<file path="config.mk">
export PLATFORM = sky130hd
export DESIGN_NAME = serial_mag_comparator
export DESIGN_NICKNAME = d
export VERILOG_FILES = /design/src/rtl/serial_mag_comparator_pkg.sv /design/src/rtl/comparator_2bit.sv /design/src/rtl/serial_mag_comparator.sv
export SDC_FILE = /design/constraint.sdc
export NUM_CORES = 1
export LEC_CHECK = 0
export CAP_MARGIN = 20
export CORE_MARGIN = 1.5
export CORE_UTILIZATION = 44
export CTS_CLUSTER_DIAMETER = 30
export DETAILED_ROUTE_END_ITERATION = 7
export GPL_TIMING_DRIVEN = 1
export HOLD_SLACK_MARGIN = 0.08
export PLACE_DENSITY = 0.81
export SLEW_MARGIN = 10
export SYNTH_ARGS = -nofsm -noshare
export SYNTH_HDL_FRONTEND = slang
export SYNTH_SLANG_ARGS = --single-unit
</file>
<file path="constraint.sdc">
create_clock -name clk -period 1.34 [get_ports clk]
set_clock_uncertainty 0.05 [all_clocks]
set_input_delay 0.268 -clock clk [delete_from_list [all_inputs] [get_ports clk]]
set_output_delay 0.268 -clock clk [all_outputs]
set_load 0.01 [all_outputs]
</file>
<file path="src/rtl/serial_mag_comparator_pkg.sv">
`default_nettype none
// ============================================================================
//  Module   : serial_mag_comparator_pkg
//  Purpose  : Shared definitions for the serial magnitude comparator:
//             FSM state encoding, slice width and counter sizing helper.
//  Ports    : none (package)
//  Revision : 1.0  initial release
// ============================================================================
package serial_mag_comparator_pkg;

    // Bits examined per clock.
    localparam int SLICE_W = 2;

    // FSM state encoding.
    typedef logic [0:0] state_t;
    localparam state_t ST_IDLE = 1'b0;
    localparam state_t ST_CMP  = 1'b1;

    // Slice counter width: $clog2(nslice), but never less than one bit.
    function automatic int cnt_width(input int nslice);
        return (nslice > 1) ? $clog2(nslice) : 1;
    endfunction

endpackage : serial_mag_comparator_pkg
`default_nettype wire

</file>
<file path="src/rtl/comparator_2bit.sv">
`default_nettype none
// ============================================================================
//  Module   : comparator_2bit
//  Purpose  : Combinational unsigned magnitude compare of two 2-bit values.
//  Ports    : a, b   in  [1:0]  operands
//             lt     out        a <  b
//             eq     out        a == b
//             gt     out        a >  b
//  Revision : 1.0  initial release
// ============================================================================
module comparator_2bit (
    input  logic [1:0] a,
    input  logic [1:0] b,
    output logic       lt,
    output logic       eq,
    output logic       gt
);

    assign lt = (a <  b);
    assign eq = (a == b);
    assign gt = (a >  b);

endmodule : comparator_2bit
`default_nettype wire

</file>
<file path="src/rtl/serial_mag_comparator.sv">
`default_nettype none
// ============================================================================
//  Module   : serial_mag_comparator
//  Purpose  : Sequential unsigned magnitude comparator. Walks two WIDTH-bit
//             operands MSB-first, one 2-bit slice per clock, and stops at the
//             first differing slice. Result is registered with a done pulse.
//  Ports    : clk    in             rising-edge clock
//             rst    in             synchronous reset, active-high
//             start  in             request, sampled only while idle
//             a, b   in  [WIDTH-1:0] operands, captured on accepted start
//             busy   out            comparison in progress
//             done   out            one-cycle pulse, result valid
//             lt/eq/gt out          result flags, held until next done
//  Revision : 1.0  initial release
// ============================================================================
module serial_mag_comparator #(
    parameter int WIDTH = 8
) (
    input  logic             clk,
    input  logic             rst,
    input  logic             start,
    input  logic [WIDTH-1:0] a,
    input  logic [WIDTH-1:0] b,
    output logic             busy,
    output logic             done,
    output logic             lt,
    output logic             eq,
    output logic             gt
);

    import serial_mag_comparator_pkg::*;

    localparam int NSLICE = WIDTH / SLICE_W;
    localparam int CNT_W  = cnt_width(NSLICE);

    state_t             r_state;
    logic [WIDTH-1:0]   r_sa;
    logic [WIDTH-1:0]   r_sb;
    logic [CNT_W-1:0]   r_cnt;

    logic               w_lt;
    logic               w_eq;
    logic               w_gt;

    // The top slice of the shift registers is always the one under test.
    comparator_2bit u_cmp (
        .a  (r_sa[WIDTH-1 -: SLICE_W]),
        .b  (r_sb[WIDTH-1 -: SLICE_W]),
        .lt (w_lt),
        .eq (w_eq),
        .gt (w_gt)
    );

    assign busy = (r_state == ST_CMP);

    always_ff @(posedge clk) begin
        if (rst) begin
            r_state <= ST_IDLE;
            r_sa    <= '0;
            r_sb    <= '0;
            r_cnt   <= '0;
            done    <= 1'b0;
            lt      <= 1'b0;
            eq      <= 1'b0;
            gt      <= 1'b0;
        end else begin
            done <= 1'b0;
            case (r_state)
                ST_IDLE: begin
                    if (start) begin
                        r_sa    <= a;
                        r_sb    <= b;
                        r_cnt   <= CNT_W'(NSLICE - 1);
                        r_state <= ST_CMP;
                    end
                end
                ST_CMP: begin
                    if (!w_eq) begin
                        // First differing slice decides the whole compare.
                        lt      <= w_lt;
                        eq      <= 1'b0;
                        gt      <= w_gt;
                        done    <= 1'b1;
                        r_state <= ST_IDLE;
                    end else if (r_cnt == '0) begin
                        // Last slice and still equal: operands are identical.
                        lt      <= 1'b0;
                        eq      <= 1'b1;
                        gt      <= 1'b0;
                        done    <= 1'b1;
                        r_state <= ST_IDLE;
                    end else begin
                        r_sa    <= r_sa << SLICE_W;
                        r_sb    <= r_sb << SLICE_W;
                        r_cnt   <= r_cnt - 1'b1;
                    end
                end
                default: r_state <= ST_IDLE;
            endcase
        end
    end

endmodule : serial_mag_comparator
`default_nettype wire

</file>
==> Word-level counts from Yosys, hierarchy flattened <==
Index checks and enable logic that the tools add are counted.
{ "totals": {"reg_bits": 23, "inputBits": 19} }
{ "op_classes": {"add_sub_neg": 1, "n_lt_le_gt_ge": 2, "n_eq_ne": 5, "mux": 23, "n_bitwise": 1, "reduce_logical": 4} }
{ "op_table": {"columns": ["operator", "n"], "rows": [
  ["8-bit 2-to-1 mux", 6],
  ["8-bit one-hot mux with 2 select lines", 2],
  ["1-bit 2-to-1 mux", 10],
  ["2-bit 2-to-1 mux", 3],
  ["2-bit by 1-bit != test with 1-bit output, second input constant", 2],
  ["2-bit != test, second input constant", 2],
  ["2-bit one-hot mux with 2 select lines", 1],
  ["3-bit AND reduction", 1],
  ["2-bit equality test", 1],
  ["2-bit greater-than comparator", 1],
  ["2-bit logical NOT", 1],
  ["2-bit < comparator", 1],
  ["1-bit one-hot mux with 2 select lines", 1],
  ["2-bit AND reduction", 1],
  ["2-bit OR reduction", 1],
  ["2-bit by 1-bit subtractor with 2-bit output, second input constant", 1],
  ["1-bit NOT", 1]
]} }

==> Depth between registers and ports, before layout <==
Gate-level depths: netlist of run 1.
{ "logic_depth": {"word_depth": 4, "mapped_depth": 6} }

==> Cells and area by module <==
From an unflattened synthesis of run 1, not the netlist that was laid out.
{ "unflattened": {"hier_cells": 139, "hier_area_um2": 1247.4} }
{ "modules_own_cells": {"columns": ["mod", "n_inst", "cells_per_inst", "area_per_inst_um2", "seq_area_each_um2"], "rows": [
  ["serial_mag_comparator", 1, 130, 1184.9, 460.4],
  ["comparator_2bit", 1, 9, 62.6, 0.0]
]} }

==> Least setup slack after synthesis of run 1 <==
No wires, ideal clock.
{ "synth_path": {"path_kind": "register to register", "start": "reg r_sb[7]", "end": "reg r_sa[2]", "arrival_time_ns": 1.265, "setup_slack_ns": -0.115, "path_stages_with_launch": 7, "synth_period_minus_slack_ns": 1.455, "path_cell_list": "dfxtp_1 -> inv_1 -> ha_1 -> and4b_4 -> buf_6 -> nor3_1 -> a211oi_2"} }
{ "synth_between": {"elab_chain_len": 3} }
{ "synth_rtl": {"columns": ["element", "line", "text"], "rows": [
  ["from (decl)", "serial_mag_comparator.sv:38", "logic [WIDTH-1:0] r_sb;"],
  ["from (signal assigned)", "serial_mag_comparator.sv:94", "r_sb <= r_sb << SLICE_W;"],
  ["2-bit equality test", "comparator_2bit.sv:20", "assign eq = (a == b);"],
  ["2-bit by 1-bit != test with 1-bit output (no source line)", null, null],
  ["3-bit AND reduction (no source line)", null, null],
  ["to (signal assigned)", "serial_mag_comparator.sv:93", "r_sa <= r_sa << SLICE_W;"],
  ["to (decl)", "serial_mag_comparator.sv:37", "logic [WIDTH-1:0] r_sa;"]
]} }
Every way passes these cells.
A chain may end at the register's enable or synchronous reset.

==> Worst setup path after layout of run 1 <==
{ "layout_path": {"start": "reg r_sb[7]", "end": "reg r_cnt[0]"} }
{ "layout_between": {"elab_chain_len": 3} }
{ "layout_rtl": {"columns": ["element", "line", "text"], "rows": [
  ["2-bit equality test", "comparator_2bit.sv:20", null],
  ["2-bit by 1-bit != test with 1-bit output (no source line)", null, null],
  ["3-bit AND reduction (no source line)", null, null],
  ["to (signal assigned)", "serial_mag_comparator.sv:73", "r_cnt <= CNT_W'(NSLICE - 1);"],
  ["to (signal assigned)", "serial_mag_comparator.sv:95", "r_cnt <= r_cnt - 1'b1;"],
  ["to (decl)", "serial_mag_comparator.sv:39", "logic [CNT_W-1:0] r_cnt;"]
]} }
Every way passes these cells.

==> results of run 1 <==
==> critical path: cells and delay by family, from the launching register on <==
| kind | cells | cell delay, ps |
|---|---|---|
| compound gates | 2 | 220 |
| fa+ha+maj | 1 | 270 |
| buf+inv | 2 | 240 |
| simple gates | 1 | 170 |
| flops | 1 | 380 |
==> layout make-up <==
cell class	instances	area, µm²
inverter	6	22.52
sequential	23	470.5
multi-input combinational	72	678.2
clock buffer	4	26.28
tap	28	35.03
timing repair buffer	44	421.7
fill	177	643.1
==> synthesized netlist by cell type, types with 2 or more instances <==
library cell  count  area, µm²
o21ai_0           2      10.01
ha_1              3      37.54
nand2_1           4      15.01
a21oi_1           9      45.04
dfxtp_1          23      460.4
buf_6             3      33.78
a211oi_1          3      22.52
a211oi_2          9      112.6
nor3_1           14      70.07
mux2i_1          12      120.1
buf_1             2      7.510
inv_1             6      22.52
nand3_1           4      20.02
buf_4             2      15.01
==> sequential cells by signal (all words and copies together), names as in the netlist <==
register and count:
r_sa 8, r_sb 8, r_cnt 2, busy 1
done 1, eq 1, gt 1, lt 1
==> worst max path at each step <==
stage                               from                    end  slack (ps)  cells past startpoint
floorplan           r_sa[6]$_SDFFE_PP0P_   r_sa[6]$_SDFFE_PP0P_         -30                      6
global placement                   start   r_sa[7]$_SDFFE_PP0P_        -150                      5
detailed placement                 start   r_sa[3]$_SDFFE_PP0P_        -220                      5
CTS                 r_sb[7]$_SDFFE_PP0P_   r_sb[7]$_SDFFE_PP0P_         -90                      6
global route        r_sb[7]$_SDFFE_PP0P_   r_sb[2]$_SDFFE_PP0P_        -140                      6
finish              r_sb[7]$_SDFFE_PP0P_  r_cnt[0]$_SDFFE_PP0P_         -90                      6
==> stage by stage <==
step                      area [µm²]  setup WS, ps  TNS (ps)  instances    util
final                           1654        -88.69    -835.7        177  0.7200
after global routing            1654        -137.7     -1844        177  0.7200
after CTS                       1647        -90.80    -685.4        177  0.7168
after detailed placement        1544        -221.2     -2799        170  0.6721
after global placement          1544        -148.5     -1839        170  0.6721
after floorplan                 1184        -34.45    -264.5        109       -
==> routing by layer <==
metal	routed length [µm]	GRT usage
met1	1136	0.2596
met2	1365	0.4375
met3	70	0.03955
met4	30	0.07265
met5	0	0
==> repair_timing <==
item / 4_1_cts / 5_1_grt
buffers inserted: 3 / 0
pin swaps: 19 / 4
resized for setup: 21 / 3
setup endpoints to repair: 21 / 20
==> power groups by stage <==
| stage | clock network [µW] | registers, µW | logic, µW |
|---|---|---|---|
| 2_1_floorplan | 0 | 807 | 309 |
| 3_3_place_gp | 0 | 807 | 490 |
| 3_5_place_dp | 0 | 810 | 511 |
| 4_1_cts | 332 | 799 | 541 |
| 5_1_grt | 352 | 808 | 595 |
| 6_report | 322 | 800 | 542 |
==> cell families (layout without fill, tap and decap cells) <==
logic type	Yosys count	count (layout)
AND/OR/NAND/NOR	29	29
multiplexers	12	12
adder cells (fa/ha/maj)	3	3
buffers and inverters	14	54
flip-flops	23	23
AO/OA/AOI/OAI	28	28
==> results.sh, run 1 <==
export IMPL_whs_ps=426.8
export IMPL_coreArea_mm2=0.002297
export IMPL_grt_setup_unrepaired="true"
export IMPL_io_pins=24
export IMPL_synthCells=109
export IMPL_dieHeight_um=53.11
export IMPL_final_common_cell="clkdlybuf4s50_1"
export IMPL_power_total_uw=1664
export IMPL_cts_htree_levels=1
export IMPL_synth_cell_types=27
export IMPL_r2r_cells=6
export IMPL_worst_r2r_setup_slack_ps=-90
export IMPL_slowest_stage="dfxtp_2"
export IMPL_required_ps=1500
export IMPL_critPathLaunchType="flop"
export IMPL_ctsHoldBuffers=0
export IMPL_crit_type="flop to flop"
export IMPL_synth_flop_cell="dfxtp_1"
export IMPL_setup_ws_ps=-88.69
export IMPL_dieArea_mm2=0.002821
export IMPL_dp_hpwl_mm=1.858
export IMPL_whs_path_depth=2
export IMPL_fmax_mhz=699.9
export IMPL_syn_num_nets=131
export IMPL_status="finished with violations"
export IMPL_layout_drive_gt1_share=0.4295
export IMPL_worstPathArrival_ps=1590
export IMPL_gp_congestion=0.7368
export IMPL_reg2reg_from="r_sb[7]$_SDFFE_PP0P_"
export IMPL_violations="negative setup slack"
export IMPL_n_antenna_cell=0
export IMPL_synth_edf_count=0
export IMPL_area_growth_pct=49.72
export IMPL_p_seq_frac=0.481
export IMPL_cts_path_max_buffers=2
export IMPL_tritoncts_num_buffers=3
export IMPL_wl_per_cell_um=14.70
export IMPL_yosysWarnings=0
export IMPL_min_path_type="flop to flop"
export IMPL_vias=986
export IMPL_min_to="r_sb[0]$_SDFFE_PP0P_"
export IMPL_worst_pin_slew_ps=246.9
export IMPL_synth_xor_area_share=0
export IMPL_syn_area_per_cell_um2=10.14
export IMPL_ys_seq_area_frac=0.4168
export IMPL_peakVddDrop_v=0.0008624
export IMPL_power_switching_uw=494.9
export IMPL_worstSetupEndpointType="flop"
export IMPL_viasPerCell=5.571
export IMPL_path_max_fanout=7
export IMPL_p_comb_frac=0.326
export IMPL_r2r_end="r_cnt[0]$_SDFFE_PP0P_"
export IMPL_cts_tree="yes"
export IMPL_initial_core_util=0.4809
export IMPL_clkSlewWorstSetupHoldPaths_ps=120
export IMPL_grt_antenna_before_repair=0
export IMPL_hold_viol=0
export IMPL_switching_share=0.2973
export IMPL_grt_util_all_layers=0.2316
export IMPL_netlist_area_mm2=0.001105
export IMPL_cts_num_sinks=23
export IMPL_drv_cap=0
export IMPL_p_per_area_mw_per_mm2=1006
export IMPL_drt_total_wl_mm=2.602
export IMPL_drt_first_pass_iters=4
export IMPL_synthAdderAreaFrac=0.03398
export IMPL_period_minus_slack_ps=1429
export IMPL_relSlewSlack=0.8354
export IMPL_grt_pass1_vias=1002
export IMPL_drtIter0Drc=9
export IMPL_synth_compound_area_frac=0.2084
export IMPL_grt_max_degree=18
export IMPL_power_leakage_uw=0.0006557
export IMPL_synth_simple_area_share=0.1563
export IMPL_synthMuxAreaShare=0.1087
export IMPL_dieWidth_um=53.11
export IMPL_antenna_left=0
export IMPL_clock_latency_ps=310
export IMPL_nets=172
export IMPL_cts_root_buf="clkbuf_4"
export IMPL_fin_crit_sh=1.066
export IMPL_synth_seq_cells=23
export IMPL_overflow=0
export IMPL_setup_violations=17
export IMPL_min_delay_start="r_sb[0]$_SDFFE_PP0P_"
export IMPL_slew_violations=0
export IMPL_final_cell_mix="clkdlybuf4s50_1, dfxtp_1, buf_4, mux2i_1"
export IMPL_io_buffers=23
export IMPL_std_cell_rows=17
export IMPL_grt_pass1_wl_mm=4.629
export IMPL_pwr_share_clk=0.194
export IMPL_crit_chain="inv_2, ha_4, nand4b_2, buf_6, o21ai_0, a31oi_1"
export IMPL_async_flop_share=0
export IMPL_synth_top_family_by_area="compound AO/OA/AOI/OAI gates"
export IMPL_intPower_uw=1169
export IMPL_critPathMaxStageDelay_ps=380
export IMPL_drc=0
No activity file was read; power rests on OpenSTA's default activity.
==> run 2: changes to the inputs <==
Settings changed: CTS_CLUSTER_DIAMETER 30 to 100, SLEW_MARGIN 10 to 20.
==> results of run 2 <==
Final layout, timing and power as in run 1 (identical DEF).
